**src/rtl/resolver_pkg.sv**
```systemverilog
// Shared types and constants for the resolver position tracker.
package resolver_pkg;
    localparam int FAULT_WIDTH = 8;
    localparam int DATA_WIDTH  = 32;
    localparam int DEST_WIDTH  = 4;
    localparam int CNT_WIDTH   = 4;

    typedef enum logic [0:0] {ANGLE = 1'b0, SPEED = 1'b1} sample_type_t;

    localparam logic [1:0] Q0 = 2'b00;
    localparam logic [1:0] Q3 = 2'b11;

    typedef logic [FAULT_WIDTH-1:0] fault_t;

    function automatic logic [CNT_WIDTH-1:0] sat_inc(input logic [CNT_WIDTH-1:0] v);
        return (v == '1) ? v : v + CNT_WIDTH'(1);
    endfunction
endpackage

```
**src/rtl/resolver_fault_filter.sv**
```systemverilog
// Per-bit fault debounce with sticky status and a one-cycle rise interrupt.
// sticky_d_o exposes the post-sample status so results can carry it without extra latency.
module resolver_fault_filter
    import resolver_pkg::*;
#(
    parameter int DEBOUNCE_N = 3
) (
    input  logic   clk_i,
    input  logic   rst_n_i,
    input  logic   sample_vld_i,
    input  fault_t fault_i,
    input  logic   clear_i,
    output fault_t sticky_d_o,
    output fault_t sticky_o,
    output logic   irq_o
);
    localparam logic [CNT_WIDTH-1:0] THRESH = CNT_WIDTH'(DEBOUNCE_N);

    logic [CNT_WIDTH-1:0] cnt_q [FAULT_WIDTH];
    logic [CNT_WIDTH-1:0] cnt_d [FAULT_WIDTH];
    fault_t sticky_q, sticky_d, set_v, clr_v;
    logic   irq_q, irq_d;

    always_comb begin
        set_v = '0;
        clr_v = '0;
        for (int i = 0; i < FAULT_WIDTH; i++) begin
            cnt_d[i] = cnt_q[i];
            if (sample_vld_i) begin
                cnt_d[i] = fault_i[i] ? sat_inc(cnt_q[i]) : '0;
                set_v[i] = fault_i[i] && (cnt_d[i] >= THRESH);
            end
            // A bit whose fault is still persisting cannot be cleared.
            clr_v[i] = clear_i && (cnt_q[i] < THRESH);
        end
        sticky_d = (sticky_q & ~clr_v) | set_v;
        irq_d    = |(sticky_d & ~sticky_q);
    end

    always_ff @(posedge clk_i or negedge rst_n_i) begin
        if (!rst_n_i) begin
            for (int i = 0; i < FAULT_WIDTH; i++) cnt_q[i] <= '0;
            sticky_q <= '0;
            irq_q    <= 1'b0;
        end else begin
            for (int i = 0; i < FAULT_WIDTH; i++) cnt_q[i] <= cnt_d[i];
            sticky_q <= sticky_d;
            irq_q    <= irq_d;
        end
    end

    assign sticky_d_o = sticky_d;
    assign sticky_o   = sticky_q;
    assign irq_o      = irq_q;
endmodule

```
**src/rtl/resolver_position_tracker.sv**
```systemverilog
// Unwraps resolver angle into multi-turn position, sign-extends speed, debounces faults.
// One-cycle result latency; input never stalls, results arriving against a held output are dropped and counted.
module resolver_position_tracker
    import resolver_pkg::*;
#(
    parameter int ANGLE_WIDTH = 16,
    parameter int SPEED_WIDTH = 16,
    parameter int TURN_WIDTH  = 16,
    parameter int DEBOUNCE_N  = 3
) (
    input  logic                  clk_i,
    input  logic                  rst_n_i,
    input  logic [DATA_WIDTH-1:0] data_in_data_i,
    input  logic [DEST_WIDTH-1:0] data_in_dest_i,
    input  fault_t                data_in_user_i,
    input  logic                  data_in_valid_i,
    output logic                  data_in_ready_o,
    output logic [DATA_WIDTH-1:0] data_out_data_o,
    output logic [DEST_WIDTH-1:0] data_out_dest_o,
    output fault_t                data_out_user_o,
    output logic                  data_out_valid_o,
    input  logic                  data_out_ready_i,
    input  logic                  zero_position_i,
    input  logic                  clear_faults_i,
    output fault_t                fault_status_o,
    output logic                  fault_irq_o,
    output logic [15:0]           overflow_count_o
);
    logic accept, is_angle, is_speed, res_vld;
    logic [ANGLE_WIDTH-1:0] a, c, offset_q, offset_d, prev_q, prev_d;
    logic [TURN_WIDTH-1:0]  turns_q, turns_d;
    logic                   have_ref_q, have_ref_d;
    logic [DATA_WIDTH-1:0]  res_dat, out_dat_q, out_dat_d;
    logic [DEST_WIDTH-1:0]  res_dest, out_dest_q, out_dest_d;
    fault_t                 status_nxt, out_user_q, out_user_d;
    logic                   out_vld_q, out_vld_d;
    logic [15:0]            ovf_q, ovf_d;
    logic                   unused_in;

    assign data_in_ready_o = rst_n_i;
    assign accept   = data_in_valid_i && data_in_ready_o;
    assign is_angle = accept && (data_in_dest_i == DEST_WIDTH'(ANGLE));
    assign is_speed = accept && (data_in_dest_i == DEST_WIDTH'(SPEED));
    assign res_vld  = is_angle || is_speed;
    assign a        = data_in_data_i[ANGLE_WIDTH-1:0];
    assign unused_in = ^data_in_data_i;

    resolver_fault_filter #(.DEBOUNCE_N(DEBOUNCE_N)) u_fault (
        .clk_i        (clk_i),
        .rst_n_i      (rst_n_i),
        .sample_vld_i (accept),
        .fault_i      (data_in_user_i),
        .clear_i      (clear_faults_i),
        .sticky_d_o   (status_nxt),
        .sticky_o     (fault_status_o),
        .irq_o        (fault_irq_o)
    );

    always_comb begin
        offset_d   = offset_q;
        turns_d    = turns_q;
        prev_d     = prev_q;
        have_ref_d = have_ref_q;
        c          = a - offset_q;
        if (is_angle) begin
            if (!have_ref_q || zero_position_i) begin
                offset_d   = a;
                c          = '0;
                turns_d    = '0;
                prev_d     = '0;
                have_ref_d = 1'b1;
            end else begin
                // Only a Q3<->Q0 crossing is treated as a wrap of the single-turn angle.
                if (prev_q[ANGLE_WIDTH-1 -: 2] == Q3 && c[ANGLE_WIDTH-1 -: 2] == Q0)
                    turns_d = turns_q + TURN_WIDTH'(1);
                else if (prev_q[ANGLE_WIDTH-1 -: 2] == Q0 && c[ANGLE_WIDTH-1 -: 2] == Q3)
                    turns_d = turns_q - TURN_WIDTH'(1);
                prev_d = c;
            end
        end else if (zero_position_i) begin
            have_ref_d = 1'b0;
        end
    end

    assign res_dat  = is_angle ? DATA_WIDTH'({turns_d, c})
                               : DATA_WIDTH'($signed(data_in_data_i[SPEED_WIDTH-1:0]));
    assign res_dest = is_speed ? DEST_WIDTH'(SPEED) : DEST_WIDTH'(ANGLE);

    always_comb begin
        out_vld_d  = out_vld_q;
        out_dat_d  = out_dat_q;
        out_dest_d = out_dest_q;
        out_user_d = out_user_q;
        ovf_d      = ovf_q;
        if (res_vld && (!out_vld_q || data_out_ready_i)) begin
            out_vld_d  = 1'b1;
            out_dat_d  = res_dat;
            out_dest_d = res_dest;
            out_user_d = status_nxt;
        end else begin
            if (out_vld_q && data_out_ready_i) out_vld_d = 1'b0;
            if (res_vld && ovf_q != 16'hFFFF) ovf_d = ovf_q + 16'd1;
        end
    end

    always_ff @(posedge clk_i or negedge rst_n_i) begin
        if (!rst_n_i) begin
            offset_q   <= '0;
            turns_q    <= '0;
            prev_q     <= '0;
            have_ref_q <= 1'b0;
            out_vld_q  <= 1'b0;
            out_dat_q  <= '0;
            out_dest_q <= '0;
            out_user_q <= '0;
            ovf_q      <= '0;
        end else begin
            offset_q   <= offset_d;
            turns_q    <= turns_d;
            prev_q     <= prev_d;
            have_ref_q <= have_ref_d;
            out_vld_q  <= out_vld_d;
            out_dat_q  <= out_dat_d;
            out_dest_q <= out_dest_d;
            out_user_q <= out_user_d;
            ovf_q      <= ovf_d;
        end
    end

    assign data_out_valid_o = out_vld_q;
    assign data_out_data_o  = out_dat_q;
    assign data_out_dest_o  = out_dest_q;
    assign data_out_user_o  = out_user_q;
    assign overflow_count_o = ovf_q;
endmodule

```
**config.mk**
```make
export PLATFORM = sky130hd
export DESIGN_NAME = resolver_position_tracker
export DESIGN_NICKNAME = d
export VERILOG_FILES = /design/src/rtl/resolver_pkg.sv /design/src/rtl/resolver_fault_filter.sv /design/src/rtl/resolver_position_tracker.sv
export SDC_FILE = /design/constraint.sdc
export NUM_CORES = 1
export LEC_CHECK = 0
export ABC_AREA = 1
export BUFFER_PORTS_ARGS = -buffer_cell sky130_fd_sc_hd__clkbuf_2
export CAP_MARGIN = 20
export CORE_MARGIN = 2
export CORE_UTILIZATION = 49
export CTS_CLUSTER_SIZE = 28
export DETAILED_ROUTE_END_ITERATION = 6
export GPL_ROUTABILITY_DRIVEN = 0
export PLACE_DENSITY_LB_ADDON = 0.2
export SYNTH_ARGS = -nofsm -noshare
export SYNTH_HDL_FRONTEND = slang
export SYNTH_SLANG_ARGS = --single-unit
```
**constraint.sdc**
```tcl
create_clock -name clk_i -period 6.8 [get_ports clk_i]
set_input_delay 1.02 -clock clk_i [delete_from_list [all_inputs] [get_ports clk_i]]
set_output_delay 1.02 -clock clk_i [all_outputs]
set_load 0.01 [all_outputs]
```
* Yosys cells after proc, flatten, opt, wreduce, memory -nomap -nowiden
Cells that the tools add are included.
Operators by class: add/sub/neg operators 12, order comparisons 16, equality and inequality tests 13, muxes and demuxes 36, bitwise operators 6, reduce and logical (&&, ||, !) cells 38
Operator list (number):
- 2-to-1 mux 16 bit | 5
- 2-to-1 mux 4 bit | 16
- adder 16 x 1 -> 16 bit, second input constant | 2
- adder 4 x 1 -> 4 bit, second input constant | 8
- equality test 4 bit, second input constant | 8
- greater-or-equal comparator 4 x 2 -> 1 bit, second input constant | 8
- less-than comparator 4 x 2 -> 1 bit, second input constant | 8
- 2-to-1 mux 32 bit | 1
- logical AND 1 bit | 24
- bitwise AND 8 bit | 2
- != test 16 bit, second input constant | 1
- inverter 8 bit | 2
- subtractor 16 x 1 -> 16 bit, second input constant | 1
- subtractor 16 bit | 1
- 2-to-1 mux 1 bit | 14
- OR 8 bit | 1
- OR reduction 8 bit | 1
- AND reduction 2 bit | 3
- equality test 2 bit, second input constant | 2
- equality test 4 x 1 -> 1 bit, second input constant | 1
- logical NOT 2 bit | 2
- logical NOT 4 bit | 1
- nonzero test 2 bit | 2
- logical OR 1 bit | 3
- 3 further kinds | 4
Word-level totals: register bits after elaboration 151, bits of input ports 50, logic and storage cells 140

* Logic depth before layout (Yosys ltp)
Gate-level depths: netlist of the first run.
depth in word-level cells 9, depth in mapped cells 20, depth with buffers taken out 20

* By module
A second synthesis of the first run with hierarchy kept.
Second synthesis, totals: cells, all modules 1132, area, all modules 8396.8 µm²
By module, submodules not included:
- resolver_position_tracker | instances 1, cells an instance 745, area each 5829.3 µm², seq. area each 2327.2 µm²
- resolver_fault_filter | instances 1, cells an instance 387, area each 2567.5 µm², seq. area each 1026.0 µm²

* Least setup slack after synthesis of the first run
Ideal clock, no wire load.
path type input-to-reg, from input port data_in_data_i[0], to register turns_q[4], setup time 0.132 ns, data arrival time 2.889 ns, required time 6.668 ns, slack 3.779 ns, cell stages on the path 17, path buffers 1, path through inv_1 ha_1 inv_1 fa_1 nand2_1 nand2_2 nand3_2 nand2_2 nand2_2 nand2_1 nand2_2 nand2_4 nor3_4 buf_6 o21ai_0 nand4_1 o21ai_0
Between the ends: word-level cells in the longest chain between the ends 7, elaborated cells between the ends (all ways) 9, those cells by class add/sub (1); eq/ne (1); mux (4); reduce/logical (3)
Ends and longest elaborated chain:
- start, declared | line resolver_position_tracker.sv:13 | input logic [DATA_WIDTH-1:0] data_in_data_i,
- subtractor 16 bit * | line resolver_position_tracker.sv:64 | c = a - offset_q;
- equality test 2 bit | line resolver_position_tracker.sv:76 | else if (prev_q[ANGLE_WIDTH-1 -: 2] == Q0 && c[ANGLE_WIDTH-1 -: 2] == Q3)
- logical AND 1 bit | line resolver_position_tracker.sv:76
- 2-to-1 mux 16 bit | line resolver_position_tracker.sv:76
- 2-to-1 mux 16 bit * | line resolver_position_tracker.sv:74 | if (prev_q[ANGLE_WIDTH-1 -: 2] == Q3 && c[ANGLE_WIDTH-1 -: 2] == Q0)
- 2-to-1 mux 16 bit * | line resolver_position_tracker.sv:66 | if (!have_ref_q || zero_position_i) begin
- 2-to-1 mux 16 bit * | line resolver_position_tracker.sv:65 | if (is_angle) begin
- net turns_d[4] | line resolver_position_tracker.sv:31 | logic [TURN_WIDTH-1:0] turns_q, turns_d;
- end signal, assigned | line resolver_position_tracker.sv:119 | turns_q <= turns_d;
- end, declared | line resolver_position_tracker.sv:31
The timed path passes the listed nets; every way through them passes the cells marked *. A chain may end at the register's enable or synchronous reset.

* Final worst setup path of the first run
from input port rst_n_i, to register offset_q[0]
Between the ends: word-level cells in the longest chain between the ends 3
Ends and longest elaborated chain:
- start, declared | line resolver_position_tracker.sv:12 | input logic rst_n_i,
- logical AND 1 bit | line resolver_position_tracker.sv:41 | assign accept = data_in_valid_i && data_in_ready_o;
- logical AND 1 bit | line resolver_position_tracker.sv:42 | assign is_angle = accept && (data_in_dest_i == DEST_WIDTH'(ANGLE));
- AND reduction 2 bit (no line)
- end signal, assigned | line resolver_position_tracker.sv:118 | offset_q <= offset_d;
- end, declared | line resolver_position_tracker.sv:30 | logic [ANGLE_WIDTH-1:0] a, c, offset_q, offset_d, prev_q, prev_d;
Every way passes these cells.

==> results of run 1 <==
==> worst max path at each step <==
stage | end | slack (ns) | depth (start not counted)
2_1_floorplan | turns_q[4] | 3.78 | 17
3_3_place_gp | overflow_count_o[11] | 2.40 | 14
3_5_place_dp | overflow_count_o[11] | 2.33 | 14
4_1_cts | overflow_count_o[11] | 2.74 | 14
5_1_grt | offset_q[0] | 2.61 | 13
6_report | offset_q[0] | 2.98 | 13
==> kinds of logic (layout without fill, tap and decap cells) <==
logic type | after synthesis | after routing | share of synthesized area, %
compound gates | 186 | 186 | 13.29
xor+xnor | 46 | 46 | 4.971
fa+ha+maj | 28 | 28 | 4.416
buf+inv | 167 | 274 | 8.275
flops | 134 | 134 | 41.38
other cells | 1 | 3 | 0.04627
simple gates | 507 | 507 | 27.62
==> report_power, final <==
part           internal, uW  switching (uW)
clock network           583             354
logic                   288             449
registers               930             103
total                  1800             907
==> layout by cell type, fill, tap and decap left out, types with 27 or more instances in the layout <==
cell	count
ha_1	27
a21oi_1	44
xor2_1	37
o21ai_0	74
nand2_1	298
nand3_1	38
nor2_1	73
inv_1	128
clkbuf_2	100
dfrtp_1	134
nand4_1	31
==> layout make-up <==
type,instances,area [sq um]
Clock inverter,13,156.4
Multi-Input combinational cell,770,4093
Fill cell,1576,6933
Tap cell,220,275.3
Timing Repair Buffer,110,599.3
Sequential cell,134,3353
Inverter,132,495.5
Clock buffer,19,442.9
==> worst max-delay path: cells and delay by family <==
family                 cells  cell delay, ns
AOI/OAI and AO/OA          1            0.07
buffers and inverters      7            1.77
and+or+nand+nor            5            1.20
==> sequential cells by signal, indices dropped and copies added (netlist names), 2 cells and up <==
register / cells
prev_q: 2
offset_q: 16
overflow_count_o: 16
turns_q: 16
u_fault.cnt_q: 32
data_out_user_o: 8
u_fault.sticky_o: 8
data_out_data_o: 32
==> layer usage <==
layer  GRT usage (%)  vias up
met1           29.28     3314
met2           37.39      138
met4           8.423        0
li1                -     3680
met3           5.057       26
met5               0        -
==> through the flow <==
step | power [uW] | std cells
after detailed placement | 1778 | 1364
final | 2708 | 1398
after CTS | 2725 | 1396
after floorplan | 1569 | 1071
after global placement | 1763 | 1363
after global routing | 2892 | 1398
==> Flow_metrics.wiki, run 1 <==
{| class="wikitable"
! Metric !! Value
|-
| Final setup violating endpoints || 0
|-
| YS warnings || 0
|-
| GRT Overall Usage || 22.66%
|-
| Share of synthesized flip-flops with an asynchronous set or reset || 100.0%
|-
| Static Leak || 0.004837 uW
|-
| Max Clk Rate || 262.1 MHz
|-
| Peak ir drop on the vdd network || 0.0002166 V
|-
| RSZ-0062 raised after global routing || no
|-
| Worst setup SP type || primary input
|-
| Initial antenna violation count || 0
|-
| Ratio of cells with drive above 1 in the final layout || 16.13%
|-
| Remaining max-slew budget at the tightest pin || 36.39%
|-
| Average wire per standard cell || 13.60 microns
|-
| Cell type of the slowest stage on the worst timing path || nor2_1
|-
| Number of synthesized flops with an enable pin || 0
|-
| Met1 Routed Length || 9008 microns
|-
| Cell accounting for the most synthesized area || dfrtp_1
|-
| TritonCTS clock tree || done
|-
| Clock-pin slew reported for the worst setup and hold paths after clock tree synthesis || approximately 0.060 ns
|-
| TritonRoute pass-1 iters || 5
|-
| Residual antenna-violating net count after detailed routing || 0
|-
| Total number of placement rows || between 40 and 50
|-
| Area after DPL || slightly below 9000 sq um
|-
| Count leader, synth || nand2_1
|-
| Post-route setup TNS || 0 ns
|-
| Slowest Stage Delay on Critical Path || ~0.7 ns
|-
| Commonest cells in the synthesized netlist || nand2_1, dfrtp_1, inv_1
|-
| Setup WS post-layout || 2.985 ns
|-
| Post-layout instance area || roughly 9400 sq um
|-
| Largest cells by area after synthesis || dfrtp_1, nand2_1, inv_1
|-
| Outcome || finished clean
|-
| Top Layer Used || met4
|-
| Worst reg2reg startpoint || offset_q[0]
|-
| Total detailed-routing wirelength || 19010 microns
|-
| Resized Gates After CTS || 0
|-
| RR Endpoint || turns_q[7]
|-
| Class of the most critical hold timing path || reg -> reg
|-
| Critical path cell sequence || buf_6 > nand2_1 > buf_4 > inv_1 > nand2_1 > nor2_2 > buf_4 > inv_2 > nor2_1 > buf_4 > inv_1 > nand2_1 > o21ai_0
|-
| Total vias in the final route || 7158
|-
| Final clock skew || between 0.005 and 0.006 ns
|-
| Cell area after synthesis || 8104 sq um
|-
| Total Nets Final || 1243
|-
| CTS buffer count || 17
|-
| Time the final worst path needs with I/O delays and setup || 3.815 ns
|-
| Startpoint of the worst setup timing path || rst_n_i
|-
| Reg2reg setup slack || 3.98 ns
|-
| Met3 WL post-DR || 797 microns
|-
| Total number of H-tree levels || 4
|-
| Arr. time, crit path || 4.11 ns
|-
| Number of violations of the max-capacitance limit || 0
|-
| Detailed-placement wirelength estimate || between 10000 and 15000 microns
|-
| Overall die height || 132.6 microns
|-
| Peak fanout along the critical path || 62
|-
| # hold bufs at CTS || 0
|-
| Clock insertion delay at the later pin of the skew report || 0.42 ns
|-
| Residual DRC || 0
|-
| Util after Layout || between 50% and 60%
|-
| PortBufs || slightly above 100
|-
| Number of register bits inferred by synthesis || 134
|-
| Synthesized netlist cell count || roughly 1100
|-
| Bufs on Longest Clock Path || 2
|-
| Leftover overflow at the end of global routing || 0
|-
| Element type at the critical path end || flop
|-
| Area inside the core boundary || 16350 sq um
|-
| Maximum number of pins on one net before global-route repair || 76
|-
| Initial core utilization || 49.57%
|-
| Number of slew-limit violations in the final report || 0
|-
| Power density normalized to cell area || 287.6 nW/um^2
|-
| Global-route wire length before repair || 32500 microns
|-
| Sink Count || 134
|-
| Root buffer cell || clkbuf_16
|-
| Kind of critical path || in -> reg
|-
| Worst setup timing slack at the placement stage || 2.329 ns
|-
| Violation count after the first detailed-routing iteration || 426
|-
| Seq/Total Area, Yosys || 41.38%
|-
| Vias per cell || between 5 and 6
|-
| Vias in the first global route || 6854
|-
| Netlist cell types || 48
|-
| Avg Cell Area, Syn || between 7 and 8 sq um
|-
| Sink of the worst hold path || data_out_user_o[2]
|-
| Die Width || approximately 130 microns
|-
| Worst hold path cell count || 2
|-
| Required time worst endpoint || 7.10 ns
|-
| Total die area || 17580 sq um
|-
| Top-area cell type share of the netlist area || 41.38%
|-
| Met2 wirelength from detailed routing || 8925 microns
|-
| Total setup buffers inserted after CTS || 0
|-
| Hold Startpoint || data_out_user_o[2]
|-
| Hold Vio Cnt, Final || 0
|-
| Worst Reg-to-Reg Cells || 15
|-
| ANT cells || 0
|-
| Area added between synthesis and finish || 16.18%
|-
| Min Hold Slack || 0.4795 ns
|-
| Tightest Pin Transition || 0.9541 ns
|-
| Post-route fraction of the period consumed by the critical path || 56.10%
|-
| Dominant register cell in the synthesized netlist || dfrtp_1
|-
| Top-level I/O count || 121
|}
Power figures use the tool's default switching activity.
==> run 2: changes to the inputs <==
==> constraint.sdc (replaced) <==
create_clock -name clk_i -period 3.8 [get_ports clk_i]
set_input_delay 0.57 -clock clk_i [delete_from_list [all_inputs] [get_ports clk_i]]
set_output_delay 0.57 -clock clk_i [all_outputs]
set_load 0.01 [all_outputs]
==> run 2 against run 1 <==
Compared with the run above: non-clock buffer count up 1; power up 77%; sequential power up 81%; wire length up 1.6%; cell count unchanged; register-to-register slack worse by 3.0 ns; critical endpoint is now turns_q[7]; die area unchanged.
==> Flow_metrics.wiki, run 2 (same netlist as run 1, synthesis figures left out) <==
{| class="wikitable"
! Metric !! Value
|-
| Outcome || finished clean
|-
| Leftover overflow at the end of global routing || 0
|-
| Cell type of the slowest stage on the worst timing path || nor3_4
|-
| PortBufs || around 100
|-
| Area inside the core boundary || 16350 sq um
|-
| Total detailed-routing wirelength || between 15000 and 20000 microns
|-
| Kind of critical path || reg -> reg
|-
| Clock insertion delay at the later pin of the skew report || 0.42 ns
|-
| Post-route fraction of the period consumed by the critical path || 74.20%
|-
| Power dissipated by switching net loads || 1600 uW
|-
| Most used cells in the layout excluding fill and tap cells || nand2_1, dfrtp_1, inv_1
|-
| Power density normalized to cell area || 512.0 nW/um^2
|-
| Detailed-placement wirelength estimate || between 10000 and 15000 microns
|-
| Slowest Stage Delay on Critical Path || 0.56 ns
|-
| Clock-pin slew reported for the worst setup and hold paths after clock tree synthesis || 0.06 ns
|-
| Peak ir drop on the vdd network || 0.0003501 V
|-
| Most common library cell in the layout ignoring fill and taps || nand2_1
|-
| Worst reg2reg startpoint || offset_q[0]
|-
| Total setup buffers inserted after CTS || 0
|-
| Total of fill cells in the finished design || ~1600
|-
| Area added between synthesis and finish || 15.86%
|-
| Required time worst endpoint || just over 4 ns
|-
| Total Nets Final || 1244
|-
| Total vias in the final route || around 7000
|-
| Post-layout power || 4807 uW
|-
| Residual antenna-violating net count after detailed routing || 0
|-
| Share of power burned in registers || between 30 and 40%
|-
| Arr. time, crit path || between 3 and 4 ns
|-
| Peak fanout along the critical path || 15
|-
| Initial antenna violation count || 0
|-
| Total number of placement rows || 47
|-
| Element type at the critical path end || flop
|-
| Time the final worst path needs with I/O delays and setup || 2.820 ns
|-
| Worst setup SP type || flop
|-
| GRT Overall Usage || 22.94%
|-
| Vias in the first global route || 6915
|-
| Resized Gates After CTS || 0
|-
| Remaining max-slew budget at the tightest pin || 38.13%
|-
| TritonRoute pass-1 iters || 5
|-
| Post-route setup TNS || 0 ns
|-
| Class of the most critical hold timing path || in -> async
|-
| Vias per cell || 5.160
|-
| Final setup violating endpoints || 0
|-
| Hold Vio Cnt, Final || 0
|-
| Internal || 3207 uW
|-
| Total die area || approximately 18000 sq um
|-
| Multi-input gate area || 4093 sq um
|-
| Ratio of cells with drive above 1 in the final layout || 16.04%
|-
| Initial core utilization || 49.57%
|-
| Max Clk Rate || 354.6 MHz
|-
| Area after DPL || 8803 sq um
|-
| Tightest Pin Transition || between 0.9 and 1 ns
|-
| Clock network power share || 34.0%
|-
| CTS buffer count || 17
|-
| CP delay by family, top || simple AND/OR/NAND/NOR gates
|-
| Sink Count || 134
|-
| Average wire per standard cell || ~14 microns
|-
| RSZ-0062 raised after global routing || no
|-
| Switching power share of the total || 33.28%
|-
| Number of slew-limit violations in the final report || 0
|-
| Static Leak || 0.004833 uW
|-
| Critical path cell sequence || ha_1 > inv_1 > fa_1 > nand2_1 > nand2_2 > nand3_2 > nand2_2 > nand2_2 > nand2_1 > nand2_2 > nand2_4 > nor3_4 > o21ai_0 > nand4_1 > o21ai_0
|-
| ANT cells || 0
|-
| Sequential Area || approximately 3400 sq um
|-
| Reg2reg setup slack || between 0.9 and 1 ns
|-
| TritonCTS clock tree || done
|-
| Maximum number of pins on one net before global-route repair || 75
|-
| Post-layout instance area || between 9000 and 10000 sq um
|-
| Crit path top cell by count || nand2_2
|-
| Non-filler cells in the finished layout || 1398
|-
| Bufs on Longest Clock Path || 2
|-
| # hold bufs at CTS || 0
|-
| Number of cells after detailed placement || 1367
|-
| Top-level I/O count || 121
|-
| RR Endpoint || turns_q[7]
|-
| Number of violations of the max-capacitance limit || 0
|-
| Relative contribution of combinational cells to total power || between 20% and 30%
|-
| Bufs and invs on worst path || 1
|-
| Violation count after the first detailed-routing iteration || between 300 and 400
|-
| Overall die height || approximately 130 microns
|-
| Root buffer cell || clkbuf_16
|-
| Util after Layout || 57.43%
|-
| Worst Reg-to-Reg Cells || 15
|-
| Total number of H-tree levels || 4
|-
| Final clock skew || 0.007702 ns
|-
| Global-route wire length before repair || 32890 microns
|-
| Die Width || roughly 130 microns
|-
| Residual DRC || 0
|}
==> run 2: cell types whose count changed in the layout (fill, tap and decap cells not counted), sizes merged <==
| cell | before | now |
|---|---|---|
| clkbuf | 119 | 123 |
| clkinv | 5 | 3 |
| clkinvlp | 5 | 3 |
| buf | 10 | 11 |
| bufinv | 3 | 2 |
==> run 2: through the flow <==
stage	hold WS [ns]	setup WS, ns
finish	0.3314	0.9802
detailed placement	0.4653	0.6173
global route	0.4057	0.7472
floorplan	0.2744	1.229
global placement	0.4631	0.6636
CTS	0.3652	1.029
==> run 2: cell type report <==
cell class	count	area share [%]
multi-input combinational	770	43.59
sequential	134	35.71
timing repair buffer	111	6.250
inverter	132	5.277
clock buffer	23	5.197
tap	220	2.932
clock inverter	8	1.039
==> run 2: power by group through the flow <==
| stage | logic (uW) | registers (uW) | clock network, uW |
|---|---|---|---|
| floorplan | 926 | 1880 | 0 |
| global placement | 1290 | 1870 | 0 |
| detailed placement | 1320 | 1870 | 0 |
| CTS | 1330 | 1850 | 1660 |
| global route | 1510 | 1890 | 1740 |
| finish | 1320 | 1860 | 1630 |
==> run 2: routing by layer <==
metal | vias up | global-route usage (%) | share of wire [%]
met4 | 0 | 9.020 | 2.3
met3 | 30 | 4.598 | 4.4
met2 | 153 | 37.16 | 47
met1 | 3356 | 30.38 | 47
met5 | - | 0 | 0
li1 | 3675 | - | -
==> run 2: worst max-delay path by stage <==
stage	start	end	slack, ns	depth (start not counted)
after floorplan	data_in_data_i[0]	turns_q[4]	1.23	17
after global placement	data_in_data_i[0]	turns_q[7]	0.66	17
after detailed placement	data_in_data_i[0]	turns_q[7]	0.62	17
after CTS	offset_q[0]	turns_q[7]	1.03	15
after global routing	offset_q[0]	turns_q[7]	0.75	15
final	offset_q[0]	turns_q[7]	0.98	15
==> run 2: worst register-to-register path, delay by kind of cell, from the launching register on <==
| kind | cells | cell delay, ns |
|---|---|---|
| fa+ha+maj | 2 | 0.53 |
| flops | 1 | 0.37 |
| simple gates | 10 | 1.40 |
| compound gates | 2 | 0.34 |
| buf+inv | 1 | 0.05 |
==> run 3: changes to the inputs <==
==> constraint.sdc (replaced) <==
create_clock -name clk_i -period 2.41 [get_ports clk_i]
set_input_delay 0.3615 -clock clk_i [delete_from_list [all_inputs] [get_ports clk_i]]
set_output_delay 0.3615 -clock clk_i [all_outputs]
set_load 0.01 [all_outputs]
==> run 3 against run 2 <==
Compared with the run above: hold slack worse by 0.30 ns; via count is 2.9% higher; register-to-register slack worse by 0.96 ns; design area is 6.1% higher; clock skew is 0.0035 ns higher; non-clock buffer count is 38 higher; maximum frequency is 18% higher; clock power is 89% higher; combinational power is 86% higher; power is 76% higher.
==> Flow_metrics.wiki, run 3 (same netlist as run 1, synthesis figures left out) <==
{| class="wikitable"
! Metric !! Value
|-
| Peak ir drop on the vdd network || approximately 0.00054 V
|-
| Area added between synthesis and finish || 22.93%
|-
| Most common library cell in the layout ignoring fill and taps || nand2_1
|-
| ANT cells || 0
|-
| Worst setup SP type || flop
|-
| Non-filler cells in the finished layout || between 1000 and 1500
|-
| Hold Vio Cnt, Final || 0
|-
| Vias per cell || between 5 and 6
|-
| Total detailed-routing wirelength || 20090 microns
|-
| Class of the most critical hold timing path || in -> async
|-
| GRT Overall Usage || ~23%
|-
| Initial core utilization || around 50%
|-
| Tightest Pin Transition || around 0.73 ns
|-
| Die Width || 132.6 microns
|-
| Startpoint of the worst setup timing path || offset_q[0]
|-
| Time the final worst path needs with I/O delays and setup || 2.391 ns
|-
| Required time worst endpoint || 2.71 ns
|-
| Residual DRC || 0
|-
| Final clock skew || between 0.01 and 0.015 ns
|-
| Worst reg2reg startpoint || offset_q[0]
|-
| Detailed-placement wirelength estimate || between 10000 and 15000 microns
|-
| Post-route fraction of the period consumed by the critical path || 99.22%
|-
| Leftover overflow at the end of global routing || 0
|-
| Total number of H-tree levels || 4
|-
| TritonRoute pass-1 iters || 5
|-
| Top-level I/O count || 121
|-
| Initial antenna violation count || 0
|-
| Kind of critical path || reg -> reg
|-
| Post-layout power || between 8000 and 9000 uW
|-
| # hold bufs at CTS || 0
|-
| Clock insertion delay at the later pin of the skew report || 0.43 ns
|-
| PortBufs || ~100
|-
| Total vias in the final route || 7421
|-
| Remaining max-slew budget at the tightest pin || 51.20%
|-
| Worst Reg-to-Reg Cells || 17
|-
| Peak fanout along the critical path || 6
|-
| Capturing instance or port of the critical path || turns_q[8]
|-
| Total Nets Final || about 1300
|-
| Static Leak || 0.005127 uW
|-
| Number of cells after detailed placement || 1398
|-
| Arr. time, crit path || 2.69 ns
|-
| Post-layout instance area || 9962 sq um
|-
| CTS buffer count || 17
|-
| Global-route wire length before repair || 32770 microns
|-
| Total die area || 17580 sq um
|-
| Area inside the core boundary || around 16000 sq um
|-
| Overall die height || 132.6 microns
|-
| Residual antenna-violating net count after detailed routing || 0
|-
| Area after DPL || between 9000 and 10000 sq um
|-
| Average wire per standard cell || 13.98 microns
|-
| Outcome || finished clean
|-
| Total number of placement rows || 47
|-
| RSZ-0062 raised after global routing || yes
|-
| Most used cells in the layout excluding fill and tap cells || nand2_1, dfrtp_1, inv_1
|-
| Maximum number of pins on one net before global-route repair || approximately 140
|-
| Clock-pin slew reported for the worst setup and hold paths after clock tree synthesis || 0.06 ns
|-
| Sink Count || 134
|-
| Ratio of cells with drive above 1 in the final layout || approximately 20%
|-
| TritonCTS clock tree || done
|-
| Power density normalized to cell area || about 850 nW/um^2
|-
| Vias in the first global route || 6935
|-
| Element type at the critical path end || flop
|-
| Max Clk Rate || 418.2 MHz
|-
| RR Endpoint || turns_q[8]
|-
| Bufs on Longest Clock Path || 2
|-
| Number of slew-limit violations in the final report || 0
|-
| Number of violations of the max-capacitance limit || 0
|-
| Final setup violating endpoints || 0
|-
| Root buffer cell || clkbuf_16
|-
| Violation count after the first detailed-routing iteration || 516
|-
| Reg2reg setup slack || 0.02 ns
|}
-- run 3: timing repair --
| item | in CTS | in global routing |
|---|---|---|
| setup buffers | 0 | 3 |
| endpoints found under the hold margin | 0 | 0 |
| resized for setup | 0 | 25 |
| endpoints found under the setup margin | 0 | 32 |
-- run 3: worst min-delay path by stage --
stage	slack [ns]	end	cells after the start
2_1_floorplan	0.07	data_out_data_o[0]	0
3_3_place_gp	0.46	data_out_user_o[7]	2
3_5_place_dp	0.47	data_out_user_o[1]	2
4_1_cts	0.1	u_fault.cnt_q[24]	2
5_1_grt	0.12	u_fault.cnt_q[24]	2
6_report	0.04	u_fault.cnt_q[24]	2
-- run 3: layer usage --
metal / wire length [microns] / vias to the layer above / global-route usage, %
li1: - / 3758 / -
met1: 9129 / 3415 / 30.41
met2: 9402 / 214 / 37.31
met3: 1134 / 34 / 5.019
met4: 420 / 0 / 8.065
met5: 0 / - / 0
-- run 3: stage by stage --
step | hold WS, ns | setup WS, ns | setup TNS [ns] | utilization, %
finish | 0.03587 | 0.01888 | 0 | 60.94
global route | 0.1196 | -0.1832 | -3.423 | 60.94
CTS | 0.09977 | 0.05369 | 0 | 59.83
detailed placement | 0.4663 | -0.1640 | -3.523 | 55.58
global placement | 0.4631 | -0.1290 | -2.645 | 55.58
floorplan | 0.06591 | 0.04733 | 0 | -
-- run 3: area by class of cell --
cell class                      instances  area [sq um]
Clock buffer                           20         446.7
Timing Repair Buffer                  149         978.4
Multi-Input combinational cell        770          4165
Clock inverter                         12         247.7
Inverter                              132         495.5
Fill cell                            1467          6386
Sequential cell                       134          3353
Tap cell                              220         275.3
-- run 3: power by group --
group          leakage, uW  internal [uW]  switching (uW)  total (uW)
Clock             0.000331           2070            1000        3080
Sequential         0.00169           2620             294        2920
Combinational      0.00311           1060            1390        2450
-- run 3: critical path: stages (launching register included) --
cell and delay (ns):
dfrtp_1 0.34, ha_1 0.14, inv_1 0.05, fa_2 0.35, nand2_2 0.09, nand2_2 0.07
nand3_2 0.06, nand2_2 0.06, nand2_2 0.08, nand3_2 0.09, nand2_4 0.12, nand3_4 0.14
buf_4 0.19, buf_6 0.13, o21ai_1 0.11, nand2_1 0.06, nand4_1 0.09, o21ai_0 0.10
